## config.mk

```make
export PLATFORM = sky130hd
export DESIGN_NAME = cube_sequencer
export DESIGN_NICKNAME = d
export VERILOG_FILES = /design/src/rtl/cube_sequencer.sv
export SDC_FILE = /design/constraint.sdc
export NUM_CORES = 1
export LEC_CHECK = 0
export ABC_AREA = 0
export BUFFER_PORTS_ARGS = -buffer_cell sky130_fd_sc_hd__buf_2
export CORE_AREA = 2 2 201 203
export DETAILED_ROUTE_END_ITERATION = 10
export DIE_AREA = 0 0 203 205
export REMOVE_ABC_BUFFERS = 1
export SYNTH_ARGS = -nofsm -noshare
export SYNTH_HDL_FRONTEND = slang
export SYNTH_SLANG_ARGS = --single-unit
```

## constraint.sdc

```tcl
create_clock -name clk -period 5.45 [get_ports clk]
set_input_delay 0 -clock clk [delete_from_list [all_inputs] [get_ports clk]]
set_output_delay 0 -clock clk [all_outputs]
set_load 0.005 [all_outputs]
```

## src/rtl/cube_sequencer.sv

```systemverilog
// cube_sequencer
//   Runs a queue of cube moves against an external cube core. A run loads the
//   initial cube state into the core, then issues queued moves one at a time,
//   waiting for each to complete, until the queue drains, the core reports the
//   cube solved, an illegal move is found, or the core times out.
//
// Ports
//   clk, rst_n                  clock, async active-low reset
//   start, init_state           run request (IDLE/ERR only) and initial cube state
//   mv_wr, mv_data              move-queue push (codes 0-11 legal)
//   mv_full, mv_empty           move-queue flags
//   cb_store, cb_store_data     one-cycle state-load pulse and data to the core
//   cb_load, cb_d               one-cycle move-issue pulse and move code
//   cb_valid, cb_fin, cb_q      core move-complete, cube-solved, resulting state
//   busy, done, solved, error   run status
//   overflow                    sticky dropped-push flag, cleared by start
//   move_cnt, final_state       completed moves (saturating) and last cube state
//
// state  | meaning
// -------+--------------------------------------------------------------
// IDLE   | waiting for start
// STORE  | cb_store pulse with the registered initial state
// SETTLE | one quiet cycle after the store
// ISSUE  | inspect queue head: done / illegal move / issue move
// WAIT   | cb_load pulse on entry, then wait for cb_valid or timeout
// DONE   | one-cycle done pulse, results held
// ERR    | error held; needs start low for a cycle before start restarts
module cube_sequencer #(
  parameter int DEPTH = 16,
  parameter int TMO   = 15
) (
  input  logic         clk,
  input  logic         rst_n,
  input  logic         start,
  input  logic [119:0] init_state,
  input  logic         mv_wr,
  input  logic [3:0]   mv_data,
  output logic         mv_full,
  output logic         mv_empty,
  output logic         cb_store,
  output logic [119:0] cb_store_data,
  output logic         cb_load,
  output logic [3:0]   cb_d,
  input  logic         cb_valid,
  input  logic         cb_fin,
  input  logic [119:0] cb_q,
  output logic         busy,
  output logic         done,
  output logic         solved,
  output logic         error,
  output logic         overflow,
  output logic [7:0]   move_cnt,
  output logic [119:0] final_state
);

  localparam int AW = $clog2(DEPTH);
  localparam int TW = $clog2(TMO + 1);

  typedef enum logic [2:0] {
    S_IDLE, S_STORE, S_SETTLE, S_ISSUE, S_WAIT, S_DONE, S_ERR
  } state_t;

  state_t         r_state;
  logic [3:0]     r_mem [DEPTH];
  logic [AW-1:0]  r_wr_ptr;
  logic [AW-1:0]  r_rd_ptr;
  logic [AW:0]    r_count;
  logic           r_overflow;
  logic           r_err_armed;
  logic [TW-1:0]  r_tmr;
  logic           r_cb_store;
  logic           r_cb_load;
  logic [3:0]     r_cb_d;
  logic [119:0]   r_store_data;
  logic [119:0]   r_final;
  logic [7:0]     r_move_cnt;
  logic           r_done;
  logic           r_solved;
  logic           r_error;

  logic           w_empty;
  logic           w_full;
  logic [3:0]     w_head;
  logic           w_pop;
  logic           w_flush;
  logic           w_push;
  logic           w_start_ok;

  assign w_empty = (r_count == '0);
  assign w_full  = (r_count == (AW+1)'(DEPTH));
  assign w_head  = r_mem[r_rd_ptr];
  assign w_pop   = (r_state == S_ISSUE) && !w_empty;
  assign w_flush = (r_state == S_WAIT) && cb_valid && cb_fin;
  // A pop in the same cycle frees the slot, so a push while full still lands.
  // A flush wins over any concurrent push so the queue is empty afterwards.
  assign w_push  = mv_wr && (!w_full || w_pop) && !w_flush;
  assign w_start_ok = start &&
                      ((r_state == S_IDLE) || ((r_state == S_ERR) && r_err_armed));

  always_ff @(posedge clk) begin
    if (w_push) r_mem[r_wr_ptr] <= mv_data;
  end

  always_ff @(posedge clk or negedge rst_n) begin
    if (!rst_n) begin
      r_wr_ptr <= '0;
      r_rd_ptr <= '0;
      r_count  <= '0;
    end else if (w_flush) begin
      r_wr_ptr <= '0;
      r_rd_ptr <= '0;
      r_count  <= '0;
    end else begin
      if (w_push) r_wr_ptr <= r_wr_ptr + 1'b1;
      if (w_pop)  r_rd_ptr <= r_rd_ptr + 1'b1;
      if (w_push && !w_pop)      r_count <= r_count + 1'b1;
      else if (!w_push && w_pop) r_count <= r_count - 1'b1;
    end
  end

  // A dropped push in the same cycle as start still reports overflow.
  always_ff @(posedge clk or negedge rst_n) begin
    if (!rst_n) begin
      r_overflow <= 1'b0;
    end else if (mv_wr && w_full && !w_pop) begin
      r_overflow <= 1'b1;
    end else if (w_start_ok) begin
      r_overflow <= 1'b0;
    end
  end

  always_ff @(posedge clk or negedge rst_n) begin
    if (!rst_n) begin
      r_state      <= S_IDLE;
      r_err_armed  <= 1'b0;
      r_tmr        <= '0;
      r_cb_store   <= 1'b0;
      r_cb_load    <= 1'b0;
      r_cb_d       <= '0;
      r_store_data <= '0;
      r_final      <= '0;
      r_move_cnt   <= '0;
      r_done       <= 1'b0;
      r_solved     <= 1'b0;
      r_error      <= 1'b0;
    end else begin
      r_cb_store <= 1'b0;
      r_cb_load  <= 1'b0;
      r_done     <= 1'b0;
      case (r_state)
        S_IDLE, S_ERR: begin
          if ((r_state == S_ERR) && !start) r_err_armed <= 1'b1;
          if (w_start_ok) begin
            r_store_data <= init_state;
            r_move_cnt   <= '0;
            r_solved     <= 1'b0;
            r_error      <= 1'b0;
            r_cb_store   <= 1'b1;
            r_state      <= S_STORE;
          end
        end
        S_STORE:  r_state <= S_SETTLE;
        S_SETTLE: r_state <= S_ISSUE;
        S_ISSUE: begin
          if (w_empty) begin
            r_done  <= 1'b1;
            r_state <= S_DONE;
          end else if (w_head >= 4'd12) begin
            r_error     <= 1'b1;
            r_err_armed <= 1'b0;
            r_state     <= S_ERR;
          end else begin
            r_cb_d    <= w_head;
            r_cb_load <= 1'b1;
            r_tmr     <= TW'(TMO);
            r_state   <= S_WAIT;
          end
        end
        S_WAIT: begin
          if (cb_valid) begin
            r_final <= cb_q;
            if (r_move_cnt != 8'hFF) r_move_cnt <= r_move_cnt + 8'd1;
            if (cb_fin) begin
              r_solved <= 1'b1;
              r_done   <= 1'b1;
              r_state  <= S_DONE;
            end else begin
              r_state <= S_ISSUE;
            end
          end else if (r_tmr <= TW'(1)) begin
            // Terminal count: this was the TMO-th WAIT cycle without cb_valid.
            r_error     <= 1'b1;
            r_err_armed <= 1'b0;
            r_state     <= S_ERR;
          end else begin
            r_tmr <= r_tmr - 1'b1;
          end
        end
        S_DONE:  r_state <= S_IDLE;
        default: r_state <= S_IDLE;
      endcase
    end
  end

  assign mv_full       = w_full;
  assign mv_empty      = w_empty;
  assign overflow      = r_overflow;
  assign cb_store      = r_cb_store;
  assign cb_store_data = r_store_data;
  assign cb_load       = r_cb_load;
  assign cb_d          = r_cb_d;
  assign busy          = (r_state == S_STORE) || (r_state == S_SETTLE) ||
                         (r_state == S_ISSUE) || (r_state == S_WAIT);
  assign done          = r_done;
  assign solved        = r_solved;
  assign error         = r_error;
  assign move_cnt      = r_move_cnt;
  assign final_state   = r_final;

endmodule

```

== Yosys cells after proc, flatten, opt, wreduce, memory -nomap -nowiden ==
Memories as Yosys holds them, arrays and structs flattened.
Index checks and enable logic that the tools add are counted.
Storage, ports and cells
  register bits: 279
  bits in latches: 0
  bits in writable memories: 64
  memory bits (read-only): 0
  input port bits: 250
  output and inout port bits: 261
  word-level logic and storage cells: 138
  memories kept: 1
Memory list
  r_mem: depth 16, bits a word 4, read ports 1, clocked after Yosys merged registers in 0, wr ports 1, RTL line 64  | logic [3:0] r_mem [DEPTH];
Cells by class
  $add $sub $neg: 6
  $mul: 0
  divide/modulo/power cells: 0
  $lt $le $gt $ge: 2
  equal/unequal tests: 19
  shifts and indexed selects: 0
  multiplexer cells: 50
  bitwise logic cells: 2
  reduce and logical (&&, ||, !) cells: 42
Operators with widths (number)
  4-bit two-way mux: 8
  8-bit two-way mux: 3
  1-bit two-way mux: 23
  2-bit != test, second input constant: 11
  8-bit one-hot mux with 2 select lines: 1
  5-bit two-way mux: 3
  3-bit one-hot mux with 5 select lines: 1
  1-bit logical AND: 12
  3-bit two-way mux: 4
  6-bit AND reduction: 2
  2-bit nonzero test: 5
  4-bit by 1-bit adder with 4-bit output, second input constant: 2
  8-bit by 1-bit adder with 8-bit output, second input constant: 1
  8-bit != test, second input constant: 1
  4-bit one-hot mux with 2 select lines: 1
  4-bit AND reduction: 2
  3-bit by 2-bit == test with 1-bit output, second input constant: 2
  3-bit == test, second input constant: 2
  1-bit logical NOT: 6
  1-bit one-hot mux with 3 select lines: 2
  2-bit AND reduction: 3
  3-bit nonzero test: 2
  5-bit by 1-bit adder with 5-bit output, second input constant: 1
  5-bit == test, second input constant: 1
  other kinds (15): 22

== Depth between registers and ports, before layout ==
  depth in word-level cells: 11
  depth in mapped cells: 11
  depth with buffers taken out: 10

== Least setup slack after synthesis ==
Ideal clock, no wire load.
  path type: register to register
  start: register r_count[0]
  end: register r_count[4]
  library setup time: 0.134 ns
  arrival time: 2.683 ns
  slack: 2.632 ns
  stages on the path, launching flop included: 11
  cell sequence: dfrtp_1 > nor4_1 > a21oi_1 > buf_2 > or3_1 > fa_1 > a21o_1 > a21oi_1 > and3_1 > o21ai_0 > nor3b_1
On the way
  word-level cells in the longest chain between the ends: 9
Ends and longest elaborated chain
  from (decl): RTL line 67  | logic [AW:0] r_count;
  from (signal assigned): RTL line 116  | if (w_push && !w_pop) r_count <= r_count + 1'b1;
  from (signal assigned): RTL line 117  | else if (!w_push && w_pop) r_count <= r_count - 1'b1;
  parallel branches: the longest is 9 deep, another holds 5-bit by 1-bit subtractor with 5-bit output
Several ways; the timed one is not identified. The select of a mux whose other input is x is not followed.
A chain may end at the register's enable or synchronous reset.

== Worst setup path in the final report ==
  start: register r_state[1]
  end: register r_count[4]
On the way
  word-level cells in the longest chain between the ends: 8
Ends and longest elaborated chain
  from (decl): RTL line 63  | state_t r_state;
  from (signal assigned): RTL line 134  | r_state <= S_IDLE;
  from (signal assigned): RTL line 159  | r_state <= S_STORE;
  from (signal assigned): RTL line 162  | S_STORE: r_state <= S_SETTLE;
  3-bit by 2-bit == test with 1-bit output or 3-bit == test (tied branches): RTL line 92, 93
  1-bit logical AND (on tied branches): RTL line 92, 93
  1-bit logical OR or 1-bit logical AND (tied branches): RTL line 96, 93
  1-bit logical AND or 1-bit logical NOT (tied branches): RTL line 96  | assign w_push = mv_wr && (!w_full || w_pop) && !w_flush;
  1-bit logical AND: RTL line 96
  1-bit logical AND or 1-bit logical NOT (tied branches): RTL line 116, 117
  5-bit two-way mux or 1-bit logical AND (tied branches): RTL line 116, 117
  5-bit two-way mux or 3-bit nonzero test (tied branches)
Several ways; a longest one is shown, not always the timed one.

==> results.sh <==
export IMPL_status="finished clean"
export IMPL_grt_start_max_net_pins=166
export IMPL_cts_root_buf="clkbuf_16"
export IMPL_combinationalPowerShare_pct=34.4
export IMPL_fmax_ghz=0.303
export IMPL_die_area_sq_um=41600
export IMPL_utilization_pct=52.0
export IMPL_initial_core_util_pct=34.6
export IMPL_vdd_drop_max_uv=260
export IMPL_yosys_warnings=0
export IMPL_cts_resized_gates=0
export IMPL_power_density_nw_per_um2=515
export IMPL_synth_cell_types=54
export IMPL_first_global_vias=11700
export IMPL_via_count=11200
export IMPL_clock_sinks=343
export IMPL_crit_required_ns=5.84
export IMPL_layout_min_cycle_time_ns=3.30
export IMPL_core_sq_um=39400
export IMPL_hold_class="in -> async"
export IMPL_hold_viol_final=0
export IMPL_final_setup_viol_count=0
export IMPL_maxCapViolations=0
export IMPL_placed_cells=2094
export IMPL_power_switching_w=0.00355
export IMPL_row_count=73
export IMPL_drv_slew=0
export IMPL_rsz0062_at_grt="false"
export IMPL_reg2reg_slack_ns=2.15
export IMPL_wl_per_cell_um=18.0
export IMPL_p_sw_share_pct=33.6
export IMPL_routed_via_density=4.63
export IMPL_power_share_clock_pct=24.8
export IMPL_clk_latency_ns=0.55
export IMPL_placed_area_sq_um=16700
export IMPL_critPathMaxFanout=18
export IMPL_drive_gt1_share_pct=38.0
export IMPL_skew_ns=0.0148
export IMPL_overflow=0
export IMPL_seqPwrFrac_pct=40.8
export IMPL_ant_nets=0
export IMPL_yosys_top_cells_area="dfrtp_1 (51%), edfxtp_1 (14%), nand2_1 (10%), mux2_2 (10%), mux4_1 (2.5%)"
export IMPL_io_buffers=510
export IMPL_clockBufferDepth=3
export IMPL_cts_made_buffers=38
export IMPL_layout_common_cells="buf_2 (509), nand2_1 (379), dfrtp_1 (279), dlygate4sd3_1 (250), mux2_2 (122)"
export IMPL_nNetsFinal=2123
export IMPL_worst_pin_slew_ns=1.03
export IMPL_grtUsageTotal_pct=20.4
export IMPL_yosysTopAreaCell="dfrtp_1"
export IMPL_routed_wl_mm=43.5
export IMPL_antenna_found_initial=1
export IMPL_fin_crit_sh_pct=60.5
export IMPL_die_y_um=205
export IMPL_dp_hpwl_mm=28.8
export IMPL_drt_iter0_markers=608
export IMPL_r2r_cells=9
export IMPL_cts_tree="done"
export IMPL_drc=0
export IMPL_r2r_start="r_state[1]$_DFFE_PN0P_"
export IMPL_slew_headroom_pct=31.2
export IMPL_synth_area_sq_um=13600
export IMPL_internal_power_w=0.00700
export IMPL_pin_count=511
export IMPL_worstPathArrival_ns=3.68
export IMPL_path_class="reg -> reg"
export IMPL_syn_avg_cell_area_sq_um=12.3
export IMPL_grt_pass1_wl_mm=66.3
export IMPL_synth_flop_cell="dfrtp_1"
export IMPL_end_kind="flip-flop"
export IMPL_whs_ns=0.0173
export IMPL_stdcell_count=2414
export IMPL_syn2layout_area_growth_pct=50.3
export IMPL_first_pass_iters=5
export IMPL_dieWidth_um=203
export IMPL_fillers=3317
export IMPL_critPathLaunchType="flip-flop"
export IMPL_place_congestion=0.821
export IMPL_synth_edf_count=64
export IMPL_layout_commonest_cell="buf_2"
export IMPL_r2r_end="r_count[4]$_DFFE_PN0P_"
export IMPL_post_place_ws_ns=2.19
export IMPL_netlist_area_leader_share_pct=51.2
export IMPL_worst_slack_ns=2.15
export IMPL_final_area_sq_um=20500
export IMPL_syn_inst=1105
export IMPL_cts_max_level=2
export IMPL_ys_ff_latch=343
export IMPL_ys_seq_area_share_pct=65.3
export IMPL_clkTransAtPathRegs_ns=0.07
export IMPL_leakage_nw=10.0
export IMPL_synthArstFlopShare_pct=81.3
power by group through the flow:
stage | combinational, W | clock (W) | sequential, W
finish | 0.00363 | 0.00262 | 0.00430
global route | 0.00401 | 0.00279 | 0.00444
CTS | 0.00364 | 0.00268 | 0.00428
detailed placement | 0.00348 | 0 | 0.00431
global placement | 0.00340 | 0 | 0.00428
floorplan | 0.00178 | 0 | 0.00433
critical path: stages, from the launching register on:
cell and delay, ns:
dfrtp_1 0.64, nand3b_1 0.27, a21oi_1 0.84, or3_1 0.34
ha_1 0.30, a21o_1 0.17, a21oi_1 0.17, and3_1 0.20
o21ai_0 0.07, nor3b_1 0.14
flip-flops by register name (all words and copies together), names as in the netlist:
| name | cells |
|---|---|
| cb_store_data | 120 |
| final_state | 120 |
| r_mem | 64 |
| move_cnt | 8 |
| r_count | 5 |
| cb_d | 4 |
| r_rd_ptr | 4 |
| r_tmr | 4 |
| r_wr_ptr | 4 |
| r_state | 3 |
| cb_load | 1 |
| cb_store | 1 |
| done | 1 |
| error | 1 |
| overflow | 1 |
| r_err_armed | 1 |
| solved | 1 |
worst max path at each step:
stage | startpoint | to | slack (ns)
finish | r_state[1]$_DFFE_PN0P_ | r_count[4]$_DFFE_PN0P_ | 2.15
global route | r_state[1]$_DFFE_PN0P_ | r_count[4]$_DFFE_PN0P_ | 1.79
CTS | r_state[1]$_DFFE_PN0P_ | r_count[4]$_DFFE_PN0P_ | 2.18
detailed placement | r_state[1]$_DFFE_PN0P_ | r_count[4]$_DFFE_PN0P_ | 2.19
global placement | r_state[1]$_DFFE_PN0P_ | r_count[4]$_DFFE_PN0P_ | 2.30
floorplan | r_state[0]$_DFFE_PN0P_ | r_count[4]$_DFFE_PN0P_ | -5.68
synth_stat cells, types with 5 or more instances:
cell type,number
ha_1,12
a21oi_1,20
edfxtp_1,64
inv_1,16
and2_1,14
mux4_1,13
nand2_1,379
nor3_1,7
mux2_2,122
mux4_2,5
xor2_1,7
or4_1,5
o21ai_0,9
clkbuf_1,28
buf_2,16
nand3_1,8
nor2_1,29
dfrtp_1,279
xnor2_1,6
buf_1,6
cells by family (layout without fill, tap and decap cells):
kind of cell	after synthesis	in the layout	share of synthesized area, %
AOI/OAI and AO/OA	53	53	2.54
xor gates and xnor gates	13	13	0.835
adders and majority gates	13	13	1.25
buffers and inverters	70	853	2.26
DFF	343	343	65.3
muxes	144	144	13.7
other	0	1	0
and+or+nand+nor	469	469	14.1
timing repair:
action	in CTS	in global routing
endpoints found under the hold margin	424	0
buffers inserted	0	0
hold buffers	251	0
per-layer routing:
metal | global-route usage, % | part of all wire [%] | up-vias
li1 | - | - | 5233
met1 | 23.5 | 38 | 5382
met2 | 35.2 | 50 | 442
met3 | 4.68 | 6.9 | 123
met4 | 11.3 | 5.2 | 0
met5 | 0 | 0 | -
per-stage QoR:
step	setup TNS, ns	total power, W
after floorplan	-939.40	0.00611
after global placement	0	0.00768
after detailed placement	0	0.00779
after CTS	0	0.0106
after global routing	0	0.0112
final	0	0.0105
area by class of cell:
type                    count  area (sq um)  share of cell area, %
clock inverters            19           185                  0.904
inverters                  17          66.3                  0.324
repair buffers            768          5160                   25.2
multi-input cells         692          4430                   21.6
well taps                 525           657                   3.21
clock buffers              49          1090                   5.30
diodes                      1          2.50                 0.0122
flip-flops and latches    343          8900                   43.5
No activity file was read; power rests on OpenSTA's default activity.
